<file path="src/rtl/memory_arbiter.sv">
// Arbitrates one single-port RAM between the CPU fetch and data ports.
// Data wins in IDLE; completion is signalled on iwait/dwait; lost RAM acks raise bus_err.
module memory_arbiter #(
  parameter int unsigned MAX_WAIT = 255,
  parameter logic [31:0] ERR_DATA = 32'hDEADBEEF
) (
  input  logic        clk,
  input  logic        nrst,
  input  logic        iren,
  input  logic [31:0] iaddr,
  output logic [31:0] iload,
  output logic        iwait,
  input  logic        dren,
  input  logic [3:0]  dwen,
  input  logic [31:0] daddr,
  input  logic [31:0] dstore,
  output logic [31:0] dload,
  output logic        dwait,
  output logic        ram_req,
  output logic        ram_ren,
  output logic [3:0]  ram_wen,
  output logic [31:0] ram_addr,
  output logic [31:0] ram_wdata,
  input  logic [31:0] ram_rdata,
  input  logic        ram_ack,
  output logic        bus_err
);

  localparam int unsigned AW = 32;
  localparam int unsigned BW = 4;
  localparam int unsigned CW = (MAX_WAIT < 2) ? 1 : $clog2(MAX_WAIT);

  typedef enum logic [2:0] {IDLE, BUSY_I, BUSY_D, DONE_I, DONE_D} state_t;

  state_t          state, state_n;
  logic [AW-1:0]   lat_addr, lat_addr_n;
  logic [BW-1:0]   lat_wen, lat_wen_n;
  logic [CW-1:0]   wait_cnt, wait_cnt_n;
  logic            ram_req_n, ram_ren_n;
  logic [BW-1:0]   ram_wen_n;
  logic [AW-1:0]   ram_addr_n, ram_wdata_n;
  logic [AW-1:0]   iload_n, dload_n;
  logic            bus_err_n;

  logic dreq_c, timeout_c, dmatch_c, imatch_c;

  assign dreq_c    = dren || (dwen != '0);
  assign timeout_c = (MAX_WAIT != 0) && (wait_cnt == CW'(MAX_WAIT - 1));
  // The CPU still holding the latched request is how it accepts the completion.
  assign dmatch_c  = (daddr == lat_addr) && (dwen == lat_wen) && ((lat_wen != '0) || dren);
  assign imatch_c  = iren && (iaddr == lat_addr);

  always_ff @(posedge clk or negedge nrst) begin
    if (!nrst) begin
      state     <= IDLE;
      lat_addr  <= '0;
      lat_wen   <= '0;
      wait_cnt  <= '0;
      ram_req   <= 1'b0;
      ram_ren   <= 1'b0;
      ram_wen   <= '0;
      ram_addr  <= '0;
      ram_wdata <= '0;
      iload     <= '0;
      dload     <= '0;
      bus_err   <= 1'b0;
    end else begin
      state     <= state_n;
      lat_addr  <= lat_addr_n;
      lat_wen   <= lat_wen_n;
      wait_cnt  <= wait_cnt_n;
      ram_req   <= ram_req_n;
      ram_ren   <= ram_ren_n;
      ram_wen   <= ram_wen_n;
      ram_addr  <= ram_addr_n;
      ram_wdata <= ram_wdata_n;
      iload     <= iload_n;
      dload     <= dload_n;
      bus_err   <= bus_err_n;
    end
  end

  always_comb begin
    state_n     = state;
    lat_addr_n  = lat_addr;
    lat_wen_n   = lat_wen;
    wait_cnt_n  = wait_cnt;
    ram_req_n   = ram_req;
    ram_ren_n   = ram_ren;
    ram_wen_n   = ram_wen;
    ram_addr_n  = ram_addr;
    ram_wdata_n = ram_wdata;
    iload_n     = iload;
    dload_n     = dload;
    bus_err_n   = bus_err;
    iwait       = 1'b1;
    dwait       = 1'b1;

    unique case (state)
      IDLE: begin
        wait_cnt_n = '0;
        if (dreq_c) begin
          state_n     = BUSY_D;
          lat_addr_n  = daddr;
          lat_wen_n   = dwen;
          ram_req_n   = 1'b1;
          ram_ren_n   = (dwen == '0);
          ram_wen_n   = dwen;
          ram_addr_n  = {daddr[AW-1:2], 2'b00};
          ram_wdata_n = dstore;
        end else if (iren) begin
          state_n     = BUSY_I;
          lat_addr_n  = iaddr;
          lat_wen_n   = '0;
          ram_req_n   = 1'b1;
          ram_ren_n   = 1'b1;
          ram_wen_n   = '0;
          ram_addr_n  = {iaddr[AW-1:2], 2'b00};
          ram_wdata_n = '0;
        end
      end
      BUSY_I, BUSY_D: begin
        // An ack arriving on the last allowed cycle still counts as success.
        if (ram_ack || timeout_c) begin
          state_n     = (state == BUSY_I) ? DONE_I : DONE_D;
          ram_req_n   = 1'b0;
          ram_ren_n   = 1'b0;
          ram_wen_n   = '0;
          ram_addr_n  = '0;
          ram_wdata_n = '0;
          if (ram_ack) begin
            if (ram_ren) begin
              if (state == BUSY_I) iload_n = ram_rdata;
              else                 dload_n = ram_rdata;
            end
          end else begin
            if (state == BUSY_I) iload_n = ERR_DATA;
            else                 dload_n = ERR_DATA;
            bus_err_n = 1'b1;
          end
        end else begin
          wait_cnt_n = wait_cnt + CW'(1);
        end
      end
      DONE_I: begin
        iwait   = !imatch_c;
        state_n = IDLE;
      end
      DONE_D: begin
        dwait   = !dmatch_c;
        state_n = IDLE;
      end
      default: state_n = IDLE;
    endcase
  end

endmodule

</file>
<file path="config.mk">
export PLATFORM = sky130hd
export DESIGN_NAME = memory_arbiter
export DESIGN_NICKNAME = d
export VERILOG_FILES = /design/src/rtl/memory_arbiter.sv
export SDC_FILE = /design/constraint.sdc
export NUM_CORES = 1
export LEC_CHECK = 0
export ABC_AREA = 1
export BUFFER_PORTS_ARGS = -buffer_cell sky130_fd_sc_hd__buf_2
export CAP_MARGIN = 20
export CORE_MARGIN = 1
export CORE_UTILIZATION = 50
export DETAILED_ROUTE_END_ITERATION = 10
export HOLD_SLACK_MARGIN = 0.02
export PLACE_DENSITY = 0.88
export SLEW_MARGIN = 10
export SYNTH_ARGS = -nofsm -noshare
export SYNTH_HDL_FRONTEND = slang
export SYNTH_SLANG_ARGS = --single-unit
</file>
<file path="constraint.sdc">
create_clock -name clk -period 1.9 [get_ports clk]
set_input_delay 0.38 -clock clk [delete_from_list [all_inputs] [get_ports clk]]
set_output_delay 0.38 -clock clk [all_outputs]
set_load 0.005 [all_outputs]
</file>
# Word level (Yosys, flattened, before mapping)
# Cells that the tools add are included.
dict set report word_totals {
  ff_bits 182
  in_bits 137
  out_inout_bits 137
  wordCells 85
}
dict set report op_classes {
  addsub 1
  n_eq_ne 12
  n_mux 36
  n_bitwise 2
  reduce_logical 22
}
# operator n
set ops {}
lappend ops {{32-bit 2-to-1 mux} 15}
lappend ops {{32-bit one-hot mux with 2 select lines} 2}
lappend ops {{32-bit equality test} 2}
lappend ops {{8-bit one-hot mux with 2 select lines} 1}
lappend ops {{3-bit 2-to-1 mux} 4}
lappend ops {{4-bit 2-to-1 mux} 3}
lappend ops {{8-bit by 1-bit adder with 8-bit output, second input constant} 1}
lappend ops {{8-bit equality test, second input constant} 1}
lappend ops {{8-bit 2-to-1 mux} 1}
lappend ops {{4-bit one-hot mux with 2 select lines} 1}
lappend ops {{4-bit AND reduction} 2}
lappend ops {{4-bit nonzero test} 2}
lappend ops {{3-bit by 2-bit equality test with 1-bit output, second input constant} 2}
lappend ops {{1-bit 2-to-1 mux} 6}
lappend ops {{2-bit inequality test, second input constant} 3}
lappend ops {{3-bit one-hot mux with 2 select lines} 1}
lappend ops {{2-bit AND reduction} 3}
lappend ops {{3-bit AND reduction} 2}
lappend ops {{4-bit equality test} 1}
lappend ops {{4-bit zero test} 1}
lappend ops {{1-bit one-hot mux with 2 select lines} 2}
lappend ops {{2-bit nonzero test} 2}
lappend ops {{3-bit by 1-bit equality test with 1-bit output, second input constant} 1}
lappend ops {{3-bit equality test, second input constant} 1}
lappend ops {{other kinds (7)} 13}

# Logic depth before layout (Yosys ltp)
# Gate-level depths: netlist of the first run.
dict set report depth {
  depth_word 5
  depth_mapped 11
  ltp_nobuf 9
}

# Worst setup path before layout of the first run
# OpenSTA, ideal clock, no wires.
dict set report synth_path {
  kind {input to register}
  startpoint {input port ram_ack}
  endpoint {register dload[25]}
  setup_time_ns 0.121
  t_arrival_ns 1.381
  t_required_ns 1.779
  path_slack_ns 0.398
  cell_stages 7
  n_path_buf 2
  path_cell_list {buf_2 -> inv_2 -> or2_1 -> nand4_4 -> buf_6 -> nand2_1 -> o21ai_2}
}
dict set report synth_via {
  elab_chain_len 2
  elab_cells_between_ends 4
  classes_between {eq/ne (1); mux (1); reduce/logical (2)}
}
# item line
set synth_lines {}
lappend synth_lines {{from (decl)} 25} ;# input logic ram_ack,
lappend synth_lines {{2-bit inequality test (no line) / 1-bit logical OR (equally long branches)} n/a}
lappend synth_lines {{4-bit AND reduction (no line)} n/a}
lappend synth_lines {{to (signal assigned)} 78} ;# dload <= dload_n;
lappend synth_lines {{to (decl)} 17} ;# output logic [31:0] dload,
# Several ways; a longest one is shown, not always the timed one.
# A chain may end at the register's enable or synchronous reset.

# Worst setup path in the final report of the first run
dict set report layout_path {
  startpoint {register lat_addr[23]}
  endpoint {output port iwait}
}
dict set report layout_via {
  elab_chain_len 4
}
# item line
set layout_lines {}
lappend layout_lines {{from (decl)} 36} ;# logic [AW-1:0] lat_addr, lat_addr_n;
lappend layout_lines {{from (signal assigned)} 69} ;# lat_addr <= lat_addr_n;
lappend layout_lines {{32-bit equality test} 51} ;# assign imatch_c = iren && (iaddr == lat_addr);
lappend layout_lines {{1-bit logical AND} 51}
lappend layout_lines {{1-bit zero test} 146} ;# iwait = !imatch_c;
lappend layout_lines {{1-bit 2-to-1 mux} 99} ;# unique case (state)
lappend layout_lines {{to (decl)} 12} ;# output logic iwait,
# Every way passes these cells.

==> results of run 1 <==
==> cell usage after synthesis <==
master / number
sky130_fd_sc_hd__dfrtp_1: 180
sky130_fd_sc_hd__o21ai_1: 55
sky130_fd_sc_hd__or2_2: 4
sky130_fd_sc_hd__buf_4: 3
sky130_fd_sc_hd__o21bai_1: 1
sky130_fd_sc_hd__buf_6: 9
sky130_fd_sc_hd__nand2_4: 1
sky130_fd_sc_hd__nand3_2: 1
sky130_fd_sc_hd__nand3_1: 87
sky130_fd_sc_hd__nor2_1: 62
sky130_fd_sc_hd__o22ai_1: 7
sky130_fd_sc_hd__conb_1: 1
sky130_fd_sc_hd__clkbuf_1: 8
sky130_fd_sc_hd__buf_2: 28
sky130_fd_sc_hd__nand2_2: 4
sky130_fd_sc_hd__clkbuf_2: 1
sky130_fd_sc_hd__inv_1: 105
sky130_fd_sc_hd__xor2_1: 7
sky130_fd_sc_hd__o21ai_2: 27
sky130_fd_sc_hd__nand4_4: 1
sky130_fd_sc_hd__xnor2_1: 17
sky130_fd_sc_hd__nor2_2: 1
sky130_fd_sc_hd__nand2_1: 398
sky130_fd_sc_hd__nand4_1: 7
sky130_fd_sc_hd__inv_2: 3
sky130_fd_sc_hd__o21ai_0: 53
sky130_fd_sc_hd__o211ai_1: 4
sky130_fd_sc_hd__or2_1: 1
sky130_fd_sc_hd__o21ai_4: 1
sky130_fd_sc_hd__nor3_1: 1
sky130_fd_sc_hd__nand3_4: 1
sky130_fd_sc_hd__a21oi_1: 4
sky130_fd_sc_hd__ha_1: 2
==> metal layers <==
metal	up-vias	track usage	share of wire
li1	3959	-	-
met1	3861	0.3409	0.40
met2	399	0.4539	0.49
met3	64	0.07572	0.082
met4	2	0.1143	0.032
met5	-	0	0.00041
==> critical path: cells and delay by family, from the launching register on <==
kind / cells / cell delay, ps
and+or+nand+nor: 5 / 520
DFF: 1 / 420
xor gates and xnor gates: 1 / 190
buffers and inverters: 1 / 140
==> report_power, final <==
part	leakage (uW)	total [uW]	switching [uW]	internal [uW]
clock network	0.000308	3750	1710	2040
logic	0.00355	6890	4030	2850
registers	0.00228	6690	1140	5550
==> area by class of cell <==
class / instances / area [um2] / area share
multi-input combinational: 749 / 3527 / 0.3191
clock buffer: 17 / 425.4 / 0.03849
timing repair buffer: 298 / 1697 / 0.1535
clock inverter: 15 / 210.2 / 0.01902
inverter: 108 / 405.4 / 0.03668
tap: 220 / 275.3 / 0.02491
sequential: 180 / 4507 / 0.4078
antenna: 2 / 5.005 / 0.0004528
==> logic make-up (layout without fill, tap and decap cells) <==
kind of cell	count (synthesis)	count (layout)	share of synthesized area
buf+inv	157	438	0.08119
other cells	1	4	0.0004322
simple gates	569	569	0.2690
xor+xnor	24	24	0.02423
compound gates	152	152	0.1031
flops	180	180	0.5192
fa+ha+maj	2	2	0.002884
==> how the worst min path moves through the flow <==
stage	from	end	slack [ps]	cells after the start
after detailed placement	nrst	iload[30]	320	1
after global placement	nrst	iload[24]	320	1
after CTS	dstore[20]	ram_wdata[20]	130	3
after floorplan	nrst	bus_err	80	0
final	dstore[20]	ram_wdata[20]	140	3
after global routing	dstore[6]	ram_wdata[6]	140	3
==> state kept, by name (all words and copies together), names as in the netlist <==
| register | flops |
|---|---|
| bus_err | 1 |
| dload | 32 |
| iload | 32 |
| lat_addr | 32 |
| lat_wen | 4 |
| ram_addr | 30 |
| ram_ren | 1 |
| ram_req | 1 |
| ram_wdata | 32 |
| ram_wen | 4 |
| state | 3 |
| wait_cnt | 8 |
==> per-stage QoR <==
step | worst slack [ps] | power, uW | TNS (ps) | cells
after floorplan | 397.8 | 10530 | 0 | 1086
after global placement | 174.8 | 13130 | 0 | 1550
after detailed placement | 126.7 | 13430 | 0 | 1550
after CTS | -132.9 | 17340 | -262.8 | 1587
after global routing | -283.2 | 18510 | -548.7 | 1589
final | -169.2 | 17330 | -323.3 | 1589
==> what timing repair did <==
item / in CTS / in global routing
hold endpoints to repair: 33 / 0
setup endpoints to repair: 2 / 12
resized for setup: 18 / 8
hold buffers: 1 / 0
buffers inserted: 4 / 0
pin swaps: 8 / 2
==> metrics.json, run 1 <==
{
  "syn_to_final_growth": {"value": 27.39, "unit": "%"},
  "detail_route.drc_violations": {"value": 0},
  "setup_slack_of_the_most_critical_reg_to_reg_path": {"value": 150, "unit": "ps"},
  "worst_setup_path_start_kind": {"value": "flip-flop"},
  "rsz0062_at_grt": {"value": "true"},
  "timing.final.crit_share": {"value": 1.089},
  "timing_worst_setup_path_type": {"value": "flip-flop to primary output"},
  "maxClockFrequency": {"value": 483.3, "unit": "MHz"},
  "synthDominantAreaCellType": {"value": "sky130_fd_sc_hd__dfrtp_1"},
  "synth_cells": {"value": 1085},
  "setup_violations": {"value": 2},
  "setup.worst_path.end_class": {"value": "primary output"},
  "n_fill_cell": {"value": 1389},
  "grt_pass1_wl": {"value": 38.61, "unit": "mm"},
  "yosys_warnings": {"value": 0},
  "die_width": {"value": 133.7, "unit": "um"},
  "grt_start_max_net_pins": {"value": 65},
  "io_pins": {"value": 274},
  "detailedRoute.firstIterationViolations": {"value": 579},
  "placed_area": {"value": 10310, "unit": "um2"},
  "route.detailed.wl_per_inst": {"value": 15.37, "unit": "um"},
  "reg2reg_to": {"value": "state[0]"},
  "clk-insertion-delay-late": {"value": 440, "unit": "ps"},
  "die_footprint": {"value": 17880, "unit": "um2"},
  "critical_path.most_common_cell": {"value": "sky130_fd_sc_hd__nand2_1"},
  "yosysUniqueCellTypes": {"value": 33},
  "max_buffers_root_to_sink": {"value": 2},
  "final.setup.worst_slack": {"value": -169.2, "unit": "ps"},
  "layout_common_cells": {"value": "397 x sky130_fd_sc_hd__nand2_1, 270 x sky130_fd_sc_hd__buf_2, 178 x sky130_fd_sc_hd__dfrtp_1"},
  "crit_slowest_cell": {"value": "sky130_fd_sc_hd__dfrtp_1"},
  "tritoncts_num_sinks": {"value": 180},
  "final_design_area_no_fill": {"value": 11050, "unit": "um2"},
  "clock_tree.root_cell": {"value": "sky130_fd_sc_hd__clkbuf_16"},
  "final.hold.worst_slack": {"value": 142.3, "unit": "ps"},
  "skew": {"value": 14.03, "unit": "ps"},
  "run_status": {"value": "complete, but fails checks"},
  "cts.reportedPaths.clkPinSlew": {"value": 80, "unit": "ps"},
  "cts-buffers-inserted": {"value": 17},
  "worst_hold_check_path_type": {"value": "primary input to flip-flop"},
  "core_area": {"value": 16760, "unit": "um2"},
  "finalHoldViolCount": {"value": 0},
  "post_synth.cell_area_avg": {"value": 7.996, "unit": "um2"},
  "r2r-start": {"value": "state[0]"},
  "drt_first_pass_iters": {"value": 5},
  "gp_congestion": {"value": 0.9617},
  "post_synth_main_area_contributors": {"value": "sky130_fd_sc_hd__dfrtp_1 52%, sky130_fd_sc_hd__nand2_1 17%, sky130_fd_sc_hd__nand3_1 5.0%, sky130_fd_sc_hd__inv_1 4.5%, sky130_fd_sc_hd__o21ai_1 3.2%"},
  "cp.arrival": {"value": 1690, "unit": "ps"},
  "htree_num_levels": {"value": 4},
  "vias": {"value": 8285},
  "worstPathCellList": {"value": "xnor2_1 > nand2_1 > nor2_1 > nand2_1 > nor2_2 > nand3_1 > buf_2"},
  "total_wirelength": {"value": 24.42, "unit": "mm"},
  "die-height": {"value": 133.7, "unit": "um"},
  "place.port_buffers": {"value": 271},
  "layout_min_cycle_time": {"value": 2069, "unit": "ps"},
  "max-vdd-ir-drop": {"value": 0.0009619, "unit": "V"},
  "grt_remaining_overflow": {"value": 0},
  "cellLeakagePower": {"value": 0.006134, "unit": "uW"},
  "final-max-slew-violation-count": {"value": 0},
  "viasPerCell": {"value": 5.214},
  "cts_tree": {"value": "yes"},
  "dp_hpwl": {"value": 17.72, "unit": "mm"},
  "worst-path-max-fanout": {"value": 3},
  "antenna_violations_before_repair": {"value": 3},
  "critical_path_required": {"value": 1520, "unit": "ps"},
  "antenna_violation_net_count_after_detailed_routing": {"value": 0},
  "violations": {"value": "setup timing"},
  "cap_violations": {"value": 0},
  "global_route.usage.total": {"value": 0.2755},
  "critical_path.max_stage_delay": {"value": 420, "unit": "ps"},
  "netlist.area_leader.share": {"value": 0.5192},
  "design.final.nets": {"value": 1493},
  "commonest_non_fill_non_tap_cell_in_the_layout": {"value": "sky130_fd_sc_hd__nand2_1"},
  "worst_setup_path_endpoint": {"value": "iwait"},
  "placementRows": {"value": 47},
  "floorplan.initialDensity": {"value": 0.5177},
  "seq_area_frac_synth": {"value": 0.5192},
  "grt_pass1_vias": {"value": 7970},
  "crit_start": {"value": "lat_addr[23]"},
  "p_per_area": {"value": 1568, "unit": "nW/um2"},
  "netlist_area": {"value": 8676, "unit": "um2"},
  "ys_ff_latch": {"value": 180},
  "worst-r2r-cell-count": {"value": 8},
  "layout.core_utilization": {"value": 0.6594},
  "share_of_post_route_cells_with_drive_strength_above_1": {"value": 0.2890}
}
No activity file was read; power rests on OpenSTA's default activity.
==> inputs of run 2 (changes only) <==
--- a/config.mk
+++ b/config.mk
@@ -10,9 +10,11 @@
 export CAP_MARGIN = 20
 export CORE_MARGIN = 1
 export CORE_UTILIZATION = 50
+export CTS_CLUSTER_DIAMETER = 150
 export DETAILED_ROUTE_END_ITERATION = 10
 export HOLD_SLACK_MARGIN = 0.02
 export PLACE_DENSITY = 0.88
+export REMOVE_ABC_BUFFERS = 1
 export SLEW_MARGIN = 10
 export SYNTH_ARGS = -nofsm -noshare
 export SYNTH_HDL_FRONTEND = slang
==> metrics.json, run 2 (synthesis gave the netlist of run 1 again) <==
{
  "vias": {"value": 8280, "change": "-0.060%"},
  "clockPowerShare": {"value": 0.198, "change": "-0.018"},
  "n_fill_cell": {"value": 1324, "change": "-4.7%"},
  "layout.core_utilization": {"value": 0.6647, "change": "+0.005301"},
  "max_slew_margin": {"value": 0.6356},
  "grt_pass1_wl": {"value": 39.21, "unit": "mm", "change": "+1.6%"},
  "run_status": {"value": "complete, but fails checks"},
  "max-vdd-ir-drop": {"value": 0.0008513, "unit": "V", "change": "-11%"},
  "proportion_of_power_drawn_by_flip_flops_and_latches": {"value": 0.390, "change": "+0.004"},
  "placedCellCount": {"value": 1561, "change": "+0.71%"},
  "cellLeakagePower": {"value": 0.006195, "unit": "uW", "change": "+0.99%"},
  "global_route.peak_usage_layer": {"value": "met2"},
  "gp_congestion": {"value": 0.9002, "change": "-6.4%"},
  "timing_worst_setup_path_type": {"value": "flip-flop to primary output"},
  "grt_start_max_net_pins": {"value": 56, "change": "-14%"},
  "layout_min_cycle_time": {"value": 2102, "unit": "ps", "change": "+32.72 ps"},
  "cts_tree": {"value": "yes"},
  "setup_violations": {"value": 2, "change": "unchanged"},
  "setup.worst_path.end_class": {"value": "primary output"},
  "worst_setup_path_start_kind": {"value": "flip-flop"},
  "final-max-slew-violation-count": {"value": 0, "change": "unchanged"},
  "htree_num_levels": {"value": 4, "change": "unchanged"},
  "skew": {"value": 12.62, "unit": "ps", "change": "-1.418 ps"},
  "cp.arrival": {"value": 1720, "unit": "ps", "change": "+30 ps"},
  "die-height": {"value": 133.7, "unit": "um", "change": "unchanged"},
  "antenna_violations_before_repair": {"value": 2, "change": "-1"},
  "antenna_violation_net_count_after_detailed_routing": {"value": 0, "change": "unchanged"},
  "tritoncts_num_sinks": {"value": 180, "change": "unchanged"},
  "grt_remaining_overflow": {"value": 0, "change": "unchanged"},
  "viasPerCell": {"value": 5.156, "change": "-1.1%"},
  "globalRouteMet3Util": {"value": 0.06659, "change": "-0.009132"},
  "placementRows": {"value": 47, "change": "unchanged"},
  "total_wirelength": {"value": 24.37, "unit": "mm", "change": "-0.22%"},
  "cts-buffers-inserted": {"value": 17, "change": "unchanged"},
  "layout_common_cells": {"value": "391 x sky130_fd_sc_hd__nand2_1, 270 x sky130_fd_sc_hd__buf_2, 177 x sky130_fd_sc_hd__dfrtp_1"},
  "die_width": {"value": 133.7, "unit": "um", "change": "unchanged"},
  "detailedRoute.firstIterationViolations": {"value": 608, "change": "+5.0%"},
  "route.detailed.wl_per_inst": {"value": 15.17, "unit": "um", "change": "-1.3%"},
  "cts.reportedPaths.clkPinSlew": {"value": 70, "unit": "ps", "change": "about the same"},
  "critical_path_required": {"value": 1520, "unit": "ps", "change": "about the same"},
  "detail_route.drc_violations": {"value": 0, "change": "unchanged"},
  "max_buffers_root_to_sink": {"value": 2, "change": "unchanged"},
  "violations": {"value": "setup timing"},
  "final.setup.worst_slack": {"value": -201.9, "unit": "ps", "change": "-32.72 ps"},
  "grt_pass1_vias": {"value": 8105, "change": "+1.7%"},
  "worst-path-max-fanout": {"value": 5, "change": "+2"},
  "p_per_area": {"value": 1530, "unit": "nW/um2", "change": "-2.4%"},
  "finalHoldViolCount": {"value": 0, "change": "unchanged"},
  "clk-insertion-delay-late": {"value": 440, "unit": "ps", "change": "about the same"},
  "worst_hold_check_path_type": {"value": "primary input to flip-flop"},
  "worstPathCellList": {"value": "inv_4 > buf_4 > a21oi_1 > nand2_1 > nor2_1 > nand2_1 > nor2_2 > nand3_2 > buf_2"},
  "dp_hpwl": {"value": 17.96, "unit": "mm", "change": "+1.4%"},
  "final_cell_count_no_fill": {"value": 1606, "change": "+1.1%"},
  "drt_first_pass_iters": {"value": 7, "change": "+2"},
  "global_route.usage.total": {"value": 0.2809, "change": "+0.005387"},
  "transition_time_of_the_tightest_slew_check_pin": {"value": 546.7, "unit": "ps"},
  "syn_to_final_growth": {"value": 28.41, "unit": "%"},
  "grt_use_met1": {"value": 0.3570, "change": "+0.01614"},
  "final.hold.worst_slack": {"value": 138.5, "unit": "ps", "change": "-3.836 ps"},
  "power.share.combinational": {"value": 0.412, "change": "+0.015"},
  "critical_path.max_stage_delay": {"value": 370, "unit": "ps", "change": "-50 ps"},
  "cap_violations": {"value": 0, "change": "unchanged"},
  "rsz0062_at_grt": {"value": "true"},
  "place.port_buffers": {"value": 271, "change": "unchanged"},
  "core_area": {"value": 16760, "unit": "um2", "change": "unchanged"},
  "die_footprint": {"value": 17880, "unit": "um2", "change": "unchanged"},
  "netSwitchingPower": {"value": 6834, "unit": "uW", "change": "-0.76%"},
  "met2_routing_resource_usage_after_global_routing": {"value": 0.4496, "change": "-0.004318"},
  "dpl_worst_slack": {"value": 94.81, "unit": "ps", "change": "-31.88 ps"},
  "switching_share": {"value": 0.4010, "change": "+0.003495"},
  "crit_slowest_cell": {"value": "sky130_fd_sc_hd__dfrtp_1"},
  "critical_path.most_common_cell": {"value": "sky130_fd_sc_hd__nand2_1"},
  "commonest_non_fill_non_tap_cell_in_the_layout": {"value": "sky130_fd_sc_hd__nand2_1"},
  "timing.final.crit_share": {"value": 1.106, "change": "+0.01722"},
  "share_of_post_route_cells_with_drive_strength_above_1": {"value": 0.3042, "change": "+0.01524"},
  "clock_tree.root_cell": {"value": "sky130_fd_sc_hd__clkbuf_16"},
  "floorplan.initialDensity": {"value": 0.5177, "change": "unchanged"},
  "p_int": {"value": 10210, "unit": "uW", "change": "-2.2%"},
  "io_pins": {"value": 274, "change": "unchanged"},
  "maxClockFrequency": {"value": 475.8, "unit": "MHz", "change": "-1.6%"},
  "design.final.nets": {"value": 1510, "change": "+1.1%"}
}
[run 2: cell types whose count changed in the layout (fill, tap and decap cells not counted), sizes merged]
cell / before / now
clkinv: 3 / 4
bufinv: 2 / 0
buf: 297 / 314
clkinvlp: 1 / 3
inv: 117 / 116
[run 2: critical path, delay by kind of cell, from the launching register on]
family                 cells  cell delay (ps)
AND/OR/NAND/NOR            5              470
AO/OA/AOI/OAI              1              120
flip-flops                 1              370
buffers and inverters      3              340
[run 2: layout make-up]
type	count	area (um2)	area share
well taps	220	275.3	0.02471
multi-input cells	749	3547	0.3184
flip-flops and latches	180	4508	0.4046
clock inverters	15	138.9	0.01247
inverters	108	407.9	0.03661
repair buffers	315	1833	0.1645
clock buffers	17	425.4	0.03819
diodes	2	5.005	0.0004492
[run 2: final timing paths]
kind / cells after the start / to / slack [ps] / startpoint
worst max register to register: 10 / dload[30] / 190 / wait_cnt[0]
worst max-delay path: 9 / dwait / -200 / state[2]
worst min-delay path: 3 / ram_wdata[26] / 140 / dstore[26]
max in group asynchronous: 3 / lat_addr[24] / 790 / nrst
min in group asynchronous: 2 / iload[25] / 490 / nrst
worst min register to register: 2 / ram_req / 470 / ram_req
[run 2: timing repair]
| action | 4_1_cts | 5_1_grt |
|---|---|---|
| pin swaps | 2 | 13 |
| gates resized for setup | 4 | 28 |
| hold buffers | 1 | 0 |
| endpoints found under the setup margin | 2 | 24 |
| endpoints found under the hold margin | 45 | 0 |
| setup buffers | 1 | 9 |
[run 2: metal layers]
metal  up-vias  share of wire
li1       4001              -
met1      3848           0.41
met2       350           0.48
met3        81          0.073
met4         0          0.040
met5         -              0
[run 2: power by group through the flow]
stage | logic, uW | registers [uW] | clock network [uW]
floorplan | 3600 | 6640 | 0
global placement | 6580 | 6560 | 0
detailed placement | 6830 | 6610 | 0
finish | 7020 | 6650 | 3380
CTS | 6860 | 6590 | 3430
global route | 7850 | 6840 | 3600
[run 2: per-stage QoR]
stage	cell area (um2)	TNS [ps]	power (uW)
4_1_cts	10990	-383.6	16890
5_1_grt	11140	-549.8	18290
3_5_place_dp	10400	0	13430
2_1_floorplan	8381	-89730	10250
6_report	11140	-400.1	17040
3_3_place_gp	10400	0	13130
